==> src/rtl/vec_alu_seq_if.sv <==
// Execute-stage request/result bundle plus the single-lane FU handshake for vec_alu_seq.
interface vec_alu_seq_if #(
  parameter int LANES = 4,
  parameter int W     = 32
);
  logic                 start;
  logic                 kill;
  logic [2:0]           alucontrol;
  logic                 vec;
  logic [LANES*W-1:0]   srca;
  logic [LANES*W-1:0]   srcb;
  logic                 busy;
  logic                 done;
  logic                 err;
  logic [LANES*W-1:0]   result;
  logic                 fu_req;
  logic [2:0]           fu_op;
  logic [W-1:0]         fu_a;
  logic [W-1:0]         fu_b;
  logic                 fu_gnt;
  logic                 fu_rvalid;
  logic [W-1:0]         fu_res;

  modport slave (
    input  start, kill, alucontrol, vec, srca, srcb, fu_gnt, fu_rvalid, fu_res,
    output busy, done, err, result, fu_req, fu_op, fu_a, fu_b
  );

  modport master (
    output start, kill, alucontrol, vec, srca, srcb, fu_gnt, fu_rvalid, fu_res,
    input  busy, done, err, result, fu_req, fu_op, fu_a, fu_b
  );
endinterface

==> src/rtl/vec_alu_seq.sv <==
// Sequences scalar/vector ALU ops one element at a time through a shared FU
// and assembles the result vector; busy stalls the pipeline while running.
module vec_alu_seq #(
  parameter int LANES = 4,
  parameter int W     = 32
) (
  input  logic         clk,
  input  logic         rst_n,
  vec_alu_seq_if.slave bus
);
  localparam int IW = $clog2(LANES);

  localparam logic [2:0] OP_ADD  = 3'b010;
  localparam logic [2:0] OP_SUB  = 3'b110;
  localparam logic [2:0] OP_MUL  = 3'b000;
  localparam logic [2:0] OP_VSUM = 3'b011;
  localparam logic [2:0] OP_VSET = 3'b111;

  typedef enum logic [1:0] {IDLE, ISSUE, WAIT, DONE} state_t;

  state_t             state_q, state_d;
  logic [LANES*W-1:0] a_q, a_d, b_q, b_d, result_q, result_d;
  logic [2:0]         op_q, op_d, fu_op_q, fu_op_d;
  logic               vec_q, vec_d;
  logic [IW-1:0]      idx_q, idx_d, last_idx, nxt_idx;
  logic [W-1:0]       acc_q, acc_d, fu_a_q, fu_a_d, fu_b_q, fu_b_d;
  logic               busy_q, busy_d, done_q, done_d, err_q, err_d, fu_req_q, fu_req_d;
  logic               illegal;

  function automatic logic [W-1:0] lane_of(input logic [LANES*W-1:0] v, input logic [IW-1:0] i);
    return v[int'(i)*W +: W];
  endfunction

  always_comb begin
    state_d  = state_q;
    a_d      = a_q;
    b_d      = b_q;
    op_d     = op_q;
    vec_d    = vec_q;
    idx_d    = idx_q;
    acc_d    = acc_q;
    result_d = result_q;
    fu_op_d  = fu_op_q;
    fu_a_d   = fu_a_q;
    fu_b_d   = fu_b_q;
    fu_req_d = fu_req_q;
    err_d    = 1'b0;
    last_idx = vec_q ? IW'(LANES-1) : '0;
    nxt_idx  = idx_q + IW'(1);
    illegal  = !(bus.alucontrol inside {OP_ADD, OP_SUB, OP_MUL, OP_VSUM, OP_VSET}) ||
               (bus.alucontrol == OP_VSUM && !bus.vec);

    if (bus.kill) begin
      // Abort leaves result/acc untouched; any in-flight FU response is dropped by IDLE.
      state_d  = IDLE;
      fu_req_d = 1'b0;
    end else begin
      unique case (state_q)
        IDLE: begin
          if (bus.start) begin
            a_d      = bus.srca;
            b_d      = bus.srcb;
            op_d     = bus.alucontrol;
            vec_d    = bus.vec;
            result_d = '0;
            if (illegal) begin
              state_d = DONE;
              err_d   = 1'b1;
            end else if (bus.alucontrol == OP_VSET) begin
              result_d = {LANES{bus.srca[W-1:0]}};
              state_d  = DONE;
            end else if (bus.alucontrol == OP_VSUM) begin
              acc_d    = bus.srca[W-1:0];
              idx_d    = IW'(1);
              fu_a_d   = bus.srca[W-1:0];
              fu_b_d   = bus.srca[W +: W];
              fu_op_d  = OP_ADD;
              fu_req_d = 1'b1;
              state_d  = ISSUE;
            end else begin
              idx_d    = '0;
              fu_a_d   = bus.srca[W-1:0];
              fu_b_d   = bus.srcb[W-1:0];
              fu_op_d  = bus.alucontrol;
              fu_req_d = 1'b1;
              state_d  = ISSUE;
            end
          end
        end
        ISSUE: begin
          if (bus.fu_gnt) begin
            fu_req_d = 1'b0;
            state_d  = WAIT;
          end
        end
        WAIT: begin
          if (bus.fu_rvalid) begin
            if (op_q == OP_VSUM) acc_d = bus.fu_res;
            else                 result_d[int'(idx_q)*W +: W] = bus.fu_res;
            if (idx_q == last_idx) begin
              if (op_q == OP_VSUM) result_d[W-1:0] = bus.fu_res;
              state_d = DONE;
            end else begin
              // Next operands are registered here so fu_a/fu_b never depend combinationally on the FU.
              idx_d    = nxt_idx;
              fu_req_d = 1'b1;
              state_d  = ISSUE;
              if (op_q == OP_VSUM) begin
                fu_a_d = bus.fu_res;
                fu_b_d = lane_of(a_q, nxt_idx);
              end else begin
                fu_a_d = lane_of(a_q, nxt_idx);
                fu_b_d = lane_of(b_q, nxt_idx);
              end
            end
          end
        end
        DONE: state_d = IDLE;
        default: state_d = IDLE;
      endcase
    end

    busy_d = (state_d != IDLE);
    done_d = (state_d == DONE);
  end

  always_ff @(posedge clk or negedge rst_n) begin
    if (!rst_n) begin
      state_q  <= IDLE;
      a_q      <= '0;
      b_q      <= '0;
      op_q     <= '0;
      vec_q    <= 1'b0;
      idx_q    <= '0;
      acc_q    <= '0;
      result_q <= '0;
      fu_op_q  <= '0;
      fu_a_q   <= '0;
      fu_b_q   <= '0;
      fu_req_q <= 1'b0;
      busy_q   <= 1'b0;
      done_q   <= 1'b0;
      err_q    <= 1'b0;
    end else begin
      state_q  <= state_d;
      a_q      <= a_d;
      b_q      <= b_d;
      op_q     <= op_d;
      vec_q    <= vec_d;
      idx_q    <= idx_d;
      acc_q    <= acc_d;
      result_q <= result_d;
      fu_op_q  <= fu_op_d;
      fu_a_q   <= fu_a_d;
      fu_b_q   <= fu_b_d;
      fu_req_q <= fu_req_d;
      busy_q   <= busy_d;
      done_q   <= done_d;
      err_q    <= err_d;
    end
  end

  assign bus.busy   = busy_q;
  assign bus.done   = done_q;
  assign bus.err    = err_q;
  assign bus.result = result_q;
  assign bus.fu_req = fu_req_q;
  assign bus.fu_op  = fu_op_q;
  assign bus.fu_a   = fu_a_q;
  assign bus.fu_b   = fu_b_q;
endmodule

==> src/flat_wrapper.sv <==
// flat-port wrapper written by rule: the top's interface ports become plain ports
module vec_alu_seq_flat 
#(
  parameter int LANES = 4,
  parameter int W     = 32
)
  (clk, rst_n, bus_start, bus_kill, bus_alucontrol, bus_vec, bus_srca, bus_srcb, bus_fu_gnt, bus_fu_rvalid, bus_fu_res, bus_busy, bus_done, bus_err, bus_result, bus_fu_req, bus_fu_op, bus_fu_a, bus_fu_b);
  vec_alu_seq_if #(.LANES(LANES), .W(W)) bus_i ();
  input  logic clk;
  input  logic rst_n;
  input wire logic [$bits(bus_i.start)-1:0] bus_start;
  input wire logic [$bits(bus_i.kill)-1:0] bus_kill;
  input wire logic [$bits(bus_i.alucontrol)-1:0] bus_alucontrol;
  input wire logic [$bits(bus_i.vec)-1:0] bus_vec;
  input wire logic [$bits(bus_i.srca)-1:0] bus_srca;
  input wire logic [$bits(bus_i.srcb)-1:0] bus_srcb;
  input wire logic [$bits(bus_i.fu_gnt)-1:0] bus_fu_gnt;
  input wire logic [$bits(bus_i.fu_rvalid)-1:0] bus_fu_rvalid;
  input wire logic [$bits(bus_i.fu_res)-1:0] bus_fu_res;
  output wire logic [$bits(bus_i.busy)-1:0] bus_busy;
  output wire logic [$bits(bus_i.done)-1:0] bus_done;
  output wire logic [$bits(bus_i.err)-1:0] bus_err;
  output wire logic [$bits(bus_i.result)-1:0] bus_result;
  output wire logic [$bits(bus_i.fu_req)-1:0] bus_fu_req;
  output wire logic [$bits(bus_i.fu_op)-1:0] bus_fu_op;
  output wire logic [$bits(bus_i.fu_a)-1:0] bus_fu_a;
  output wire logic [$bits(bus_i.fu_b)-1:0] bus_fu_b;
  assign bus_i.start = bus_start;
  assign bus_i.kill = bus_kill;
  assign bus_i.alucontrol = bus_alucontrol;
  assign bus_i.vec = bus_vec;
  assign bus_i.srca = bus_srca;
  assign bus_i.srcb = bus_srcb;
  assign bus_i.fu_gnt = bus_fu_gnt;
  assign bus_i.fu_rvalid = bus_fu_rvalid;
  assign bus_i.fu_res = bus_fu_res;
  assign bus_busy = bus_i.busy;
  assign bus_done = bus_i.done;
  assign bus_err = bus_i.err;
  assign bus_result = bus_i.result;
  assign bus_fu_req = bus_i.fu_req;
  assign bus_fu_op = bus_i.fu_op;
  assign bus_fu_a = bus_i.fu_a;
  assign bus_fu_b = bus_i.fu_b;
  vec_alu_seq #(.LANES(LANES), .W(W)) u_core (.clk(clk), .rst_n(rst_n), .bus(bus_i));
endmodule
==> config.mk <==
export PLATFORM = sky130hd
export DESIGN_NAME = vec_alu_seq_flat
export DESIGN_NICKNAME = d
export VERILOG_FILES = /design/src/rtl/vec_alu_seq_if.sv /design/src/rtl/vec_alu_seq.sv /design/src/flat_wrapper.sv
export SDC_FILE = /design/constraint.sdc
export NUM_CORES = 1
export LEC_CHECK = 0
export CAP_MARGIN = 20
export CORE_UTILIZATION = 30
export CTS_CLUSTER_SIZE = 28
export DETAILED_ROUTE_END_ITERATION = 12
export PLACE_DENSITY = 0.61
export SETUP_SLACK_MARGIN = 0.5
export SLEW_MARGIN = 10
export SYNTH_ARGS = -nofsm -noshare
export SYNTH_HDL_FRONTEND = slang
export SYNTH_SLANG_ARGS = --single-unit
==> constraint.sdc <==
create_clock -name clk -period 4.06 [get_ports clk]
set_input_delay 0.406 -clock clk [delete_from_list [all_inputs] [get_ports clk]]
set_output_delay 0.406 -clock clk [all_outputs]
set_load 0.01 [all_outputs]
# Yosys cells after proc, flatten, opt, wreduce, memory -nomap -nowiden
# Cells that the tools add are included.
totals:
  ff_bits: 463
  input_bits: 298
  out_inout_bits: 199
  elab_cells: 115
op_classes:
  add_sub_neg: 2
  n_eq_ne: 22
  shift: 4
  muxes: 53
  bitwise: 3
  n_reduce_logical: 16
op_table:
  columns: ["operator", "count"]
  rows:
  - ["two-way mux 128 bit", 5]
  - ["two-way mux 32 bit", 15]
  - ["case mux 128 bit (2 select lines)", 1]
  - ["variable part select 128 x 8 -> 32 bit", 2]
  - ["bitwise mux 128 bit", 1]
  - ["case mux 32 bit (2 select lines)", 2]
  - ["variable shift 32 x 33 -> 128 bit (first input constant)", 1]
  - ["variable part select 32 x 33 -> 128 bit", 1]
  - ["negator 7 -> 33 bit", 1]
  - ["two-way mux 2 bit", 13]
  - ["!= test 3 bit (second input constant)", 6]
  - ["AND reduction 7 bit", 2]
  - ["two-way mux 1 bit", 12]
  - ["!= test 2 bit (second input constant)", 6]
  - ["AND reduction 5 bit", 2]
  - ["== test 3 x 2 -> 1 bit (second input constant)", 3]
  - ["case mux 2 bit (4 select lines)", 1]
  - ["== test 2 bit (second input constant)", 3]
  - ["== test 3 bit (second input constant)", 2]
  - ["nonzero test 5 bit", 1]
  - ["case mux 2 bit (2 select lines)", 1]
  - ["AND reduction 4 bit", 1]
  - ["nonzero test 2 bit", 2]
  - ["nonzero test 4 bit", 1]
  - ["12 further kinds", 15]

# Logic depth before layout (Yosys ltp)
logic_depth:
  ltp_word: 9
  ltp_mapped: 11
  ltp_nobuf: 6

# Least setup slack after synthesis
# No wires, ideal clock.
synth_path:
  kind: "reg-to-reg"
  from: "register u_core.idx_q[0]"
  to: "register u_core.fu_a_q[23] (netlist: u_core.bus.fu_a[23])"
  setup_time_ps: 127
  t_arrival_ps: 2687
  t_required_ps: 3933
  slack_ps: 1245
  path_stages_with_launch: 12
  n_path_buf: 5
  period_less_slack_ps: 2815
  path_cell_list: "dfrtp_1 buf_2 buf_6 buf_4 inv_1 ha_1 buf_2 buf_1 mux4_2 mux2i_1 a21oi_1 mux2_1"
synth_via:
  elab_chain_cells: 6
  word_cells_on_any_way: 9
  cone_classes: "add/sub (1); eq/ne (2); shift (1); mux (4); reduce/logical (1)"
synth_rtl:
  columns: ["element", "line_no", "rtl"]
  rows:
  - ["start, declared", "vec_alu_seq.sv:25", "logic [IW-1:0] idx_q, idx_d, last_idx, nxt_idx;"]
  - ["start signal, assigned", "vec_alu_seq.sv:150", "idx_q <= idx_d;"]
  - ["adder 2 x 1 -> 2 bit", "vec_alu_seq.sv:49", "nxt_idx = idx_q + IW'(1);"]
  - ["variable part select 128 x 8 -> 32 bit", "vec_alu_seq.sv:31", "return v[int'(i)*W +: W];"]
  - ["two-way mux 32 bit", "vec_alu_seq.sv:108", "if (op_q == OP_VSUM) begin"]
  - ["two-way mux 32 bit", "vec_alu_seq.sv:100", "if (idx_q == last_idx) begin"]
  - ["two-way mux 32 bit", "vec_alu_seq.sv:97", "if (bus.fu_rvalid) begin"]
  - ["case mux 32 bit (2 select lines)", "vec_alu_seq.sv:58", "unique case (state_q)"]
  - ["end signal, assigned", "vec_alu_seq.sv:154", "fu_a_q <= fu_a_d;"]
  - ["end, declared", "vec_alu_seq.sv:26", "logic [W-1:0] acc_q, acc_d, fu_a_q, fu_a_d, fu_b_q, fu_b_d;"]
# Parallel ways exist; a longest one is shown, timed or not. The select of a mux whose other input is x is not followed.
# A chain may end at the register's enable or synchronous reset.

# Worst setup path after layout
layout_path:
  from: "register u_core.state_q[1]"
  to: "register u_core.result_q[121] (netlist: u_core.bus.result[121])"
layout_via:
  elab_chain_cells: 3
  word_cells_on_any_way: 8
  cone_classes: "eq/ne (4); mux (1); reduce/logical (3)"
layout_rtl:
  columns: ["element", "line_no", "rtl"]
  rows:
  - ["start, declared", "vec_alu_seq.sv:21", "state_t state_q, state_d;"]
  - ["start signal, assigned", "vec_alu_seq.sv:145", "state_q <= state_d;"]
  - ["== test 2 bit or zero test 2 bit (tied branches)", "vec_alu_seq.sv:58", null]
  - ["!= test 2 bit (no line) or nonzero test 2 bit (tied branches)", null, null]
  - ["AND reduction 5 bit (no line)", null, null]
  - ["end signal, assigned", "vec_alu_seq.sv:152", "result_q <= result_d;"]
  - ["end, declared", "vec_alu_seq.sv:22", "logic [LANES*W-1:0] a_q, a_d, b_q, b_d, result_q, result_d;"]
# Parallel ways exist; a longest one is shown, timed or not.

==> key figures <==
Clock network
  – # H-tree levels: 2
  – Worst-path clk slew: 0.06 ns
  – Number of CTS-inserted buffers: 52
  – # resized after CTS: 0
  – # clock sinks: around 460
  – Clk buf depth: 3
  – CTS tree: done
  – # Post-CTS Setup Buffers: 0
  – Hold_buf cts: 1
  – Clock Latency Late Sink: roughly 0.59 ns
  – Clock Root Buffer: clkbuf_16

Placement
  – GPL Wtd Cong: ~0.88
  – Dpl cells: ~3400
  – Detailed Place HPWL: ~56000 um
  – Port Buffer Count: between 400 and 500

Timing
  – Worst slew pin tran: just over 1 ns
  – Setup TNS: 0 ns
  – RSZ-0062 raised after global routing: false
  – Final setup fails: 0
  – Fin crit period: between 3 and 4 ns
  – Final Hold Fails: 0
  – Setup Skew: approximately 0.020 ns
  – FMAX: around 320 MHz
  – Max Transition Viols Final: 0
  – Slew margin rel.: 0.3155
  – Final clock period utilization by the worst path: 0.7656

Yosys
  – Synth area leader: dfrtp_1
  – Syn Inst Count: about 2100
  – Sequential area share after synthesis: 0.5235
  – Yosys top cell area share: 0.5235
  – Post-synth cell types: 51
  – Synth Register Bits: approximately 460
  – Count leader, synth: nand2_1
  – Syn Std Cell Area: roughly 22000 sq um
  – Number of synthesized flops with an enable pin: 0
  – Commonest cells post-synth: nand2_1 (816), dfrtp_1 (463), mux2i_1 (131), mux2_2 (118), a22o_1 (96)
  – Synth warnings: 0
  – Top FF cell, synth: dfrtp_1
  – Syn avg cell area: around 11 sq um
  – Dominant cells by area after synthesis: dfrtp_1 (52%), nand2_1 (14%), mux4_2 (6.5%)
  – Net Count, Synth: around 2400
  – Ys async rst share: 1.000

Cells and area
  – Fillers: roughly 7000
  – Final core occ: 0.4103
  – Area Growth Syn to Fin: 35.26%
  – # nets final: about 2800
  – Non-Filler Instances: roughly 3500
  – Layout cell share with drive strength beyond 1: 0.1305

Drt
  – Pre-Repair DR Iteration Count: 7
  – Final wirelength: 77980 um
  – Via Count: 17753
  – Via/cell ratio: 5.018
  – DRC: 0
  – Post-route ant nets: 0
  – Wire per inst: between 20 and 25 um
  – Initial DRC Count: roughly 1400

Pwr
  – Pleak: ~14 nW
  – Clk pwr share: 0.243
  – PwrDens: just under 700 nW/um^2
  – Sequential Power Share: 0.360
  – Combinational group share of total power: 0.397
  – Peak VDD IR: 0.3753 mV
  – Total power: 20.41 mW
  – Net Sw Power: approximately 7.2 mW
  – Switching share of power: 0.3504
  – Internal power: approximately 13 mW

Min path
  – Hold Startpoint: bus_srcb[50]
  – WHS Endpoint: u_core.b_q[50]$_DFFE_PN0P_
  – Hold path depth: 3
  – Hold Path Class: in2reg

Floorplanning
  – Die area: roughly 75000 sq um
  – Die Span X: roughly 270 um
  – I/O pin cnt: a little under 500
  – Core Region: 72960 sq um
  – Row cnt: 99
  – Initial Util: 0.3033
  – Die H: approximately 270 um

GRT
  – GRT Total Usage: 0.2051
  – Largest net degree at the start of global routing: 96
  – Total gr overflow: 0
  – Vias in the first global route: ~18000
  – First-pass GRT wire length: 116500 um
  – Initial antenna violation count: 11

Worst setup path
  – Slowest CP cell: dfrtp_1
  – CP max FO: 26
  – Arrival time of the worst setup path: 3.57 ns
  – Worst setup EP type: flop
  – Crit path required time: ~4.5 ns
  – R2R Setup Slk: around 0.95 ns
  – Reg2reg end: u_core.bus.result[121]$_DFFE_PN0P_
  – R2r startpoint: u_core.state_q[1]$_DFF_PN0_
  – Most Frequent Cell on Critical Path: buf_4
  – Crit path cell chain: inv_1 > ha_1 > mux2i_1 > a211o_1 > buf_4 > a21o_1 > buf_4 > mux2_2
  – CP max stage delay: about 0.45 ns
  – Setup crit start kind: flop
  – Worst r2r path cells: 8
  – CP Class: reg2reg

Run
  – Max Cap Viol: 0

Run status
  – Run status: complete, no violations
[worst max-delay path by stage]
stage / to / slack [ns] / start
floorplan: u_core.bus.fu_a[23]$_DFFE_PN0P_ / 1.25 / u_core.idx_q[0]$_DFFE_PN0P_
global placement: u_core.bus.result[113]$_DFFE_PN0P_ / 1.13 / bus_fu_rvalid
finish: u_core.bus.result[121]$_DFFE_PN0P_ / 0.95 / u_core.state_q[1]$_DFF_PN0_
detailed placement: u_core.bus.result[121]$_DFFE_PN0P_ / 0.97 / u_core.state_q[1]$_DFF_PN0_
CTS: u_core.bus.result[121]$_DFFE_PN0P_ / 0.98 / u_core.state_q[1]$_DFF_PN0_
global route: u_core.bus.result[117]$_DFFE_PN0P_ / 0.82 / u_core.state_q[1]$_DFF_PN0_
[state kept, by name, indices dropped and copies added, names as in the netlist, 3 cells and up]
signal             count
u_core.bus.result    128
u_core.bus.fu_a       32
u_core.bus.fu_op       3
u_core.bus.fu_b       32
u_core.b_q           128
u_core.op_q            3
u_core.a_q           128
[layer usage]
layer,track usage,wire length (um),vias to the layer above
li1,-,-,8003
met1,0.2940,35880,8975
met2,0.3118,35300,637
met3,0.02947,4344,138
met4,0.07807,2452,0
met5,0,0,-
[per-stage QoR]
stage          hold slack (ns)  instance area [sq um]  setup slack (ns)
3_5_place_dp            0.4569                  28110            0.9746
2_1_floorplan           0.1104                  22130             1.245
3_3_place_gp            0.4526                  28110             1.133
5_1_grt                 0.3204                  29930            0.8219
4_1_cts                 0.3068                  29900            0.9753
6_report                0.3465                  29930            0.9516
[layout by cell type, fill, tap and decap left out, types with 2 or more instances in the layout]
cell type / netlist / routed
ha_4: 0 / 2
a21boi_0: 3 / 3
a22o_1: 96 / 96
o21ai_0: 5 / 5
nand2_1: 816 / 816
mux2_1: 27 / 27
mux4_2: 64 / 64
clkbuf_1: 84 / 10
nand3_1: 2 / 2
mux2i_1: 131 / 131
inv_6: 0 / 4
mux2_2: 118 / 118
clkinv_2: 0 / 8
nor3_1: 3 / 2
clkbuf_8: 0 / 10
a221o_1: 32 / 32
nor2b_1: 3 / 3
ha_1: 7 / 5
nor2_1: 70 / 70
or2_2: 3 / 2
diode_2: 0 / 11
inv_1: 8 / 8
dfrtp_1: 463 / 462
a21oi_1: 37 / 37
mux2_4: 15 / 15
o31ai_1: 3 / 3
a211o_1: 2 / 2
nand4b_1: 2 / 2
bufinv_16: 0 / 6
nand3b_1: 4 / 4
buf_4: 5 / 23
nand2b_1: 2 / 2
buf_12: 2 / 13
o21a_1: 3 / 3
a21o_1: 2 / 2
clkinvlp_4: 0 / 4
clkbuf_16: 0 / 53
clkdlybuf4s50_1: 0 / 495
[critical path, delay by kind of cell (launching register included)]
family | cells | cell delay [ns]
fa+ha+maj | 1 | 0.37
mux | 2 | 0.65
buf+inv | 3 | 0.86
flops | 1 | 0.45
compound gates | 2 | 0.62
[cell families after synthesis]
group,after synthesis,synth area share
AOI/OAI and AO/OA,191,0.07056
adders and majority gates,7,0.003958
buffers and inverters,156,0.03296
DFF,463,0.5235
muxes,355,0.2083
and+or+nand+nor,916,0.1606
[power by group through the flow]
stage | clock network [mW] | logic (mW) | registers, mW
finish | 4.96 | 8.11 | 7.35
global route | 5.25 | 8.76 | 7.54
CTS | 5.10 | 8.19 | 7.34
detailed placement | 0 | 8.16 | 7.40
global placement | 0 | 8.00 | 7.31
floorplan | 0 | 4.49 | 7.29
[layout make-up]
cell class                 count  area, sq um  area share
antenna                       11        27.53   0.0009196
clock buffer                  73         1501     0.05016
clock inverter                22        285.3    0.009531
inverter                       8        30.03    0.001003
multi-input combinational   1469         9886      0.3303
sequential                   463        11590      0.3872
tap                          959         1200     0.04009
timing repair buffer         533         5413      0.1808
Note: power is estimated with default switching activity, not from simulation.
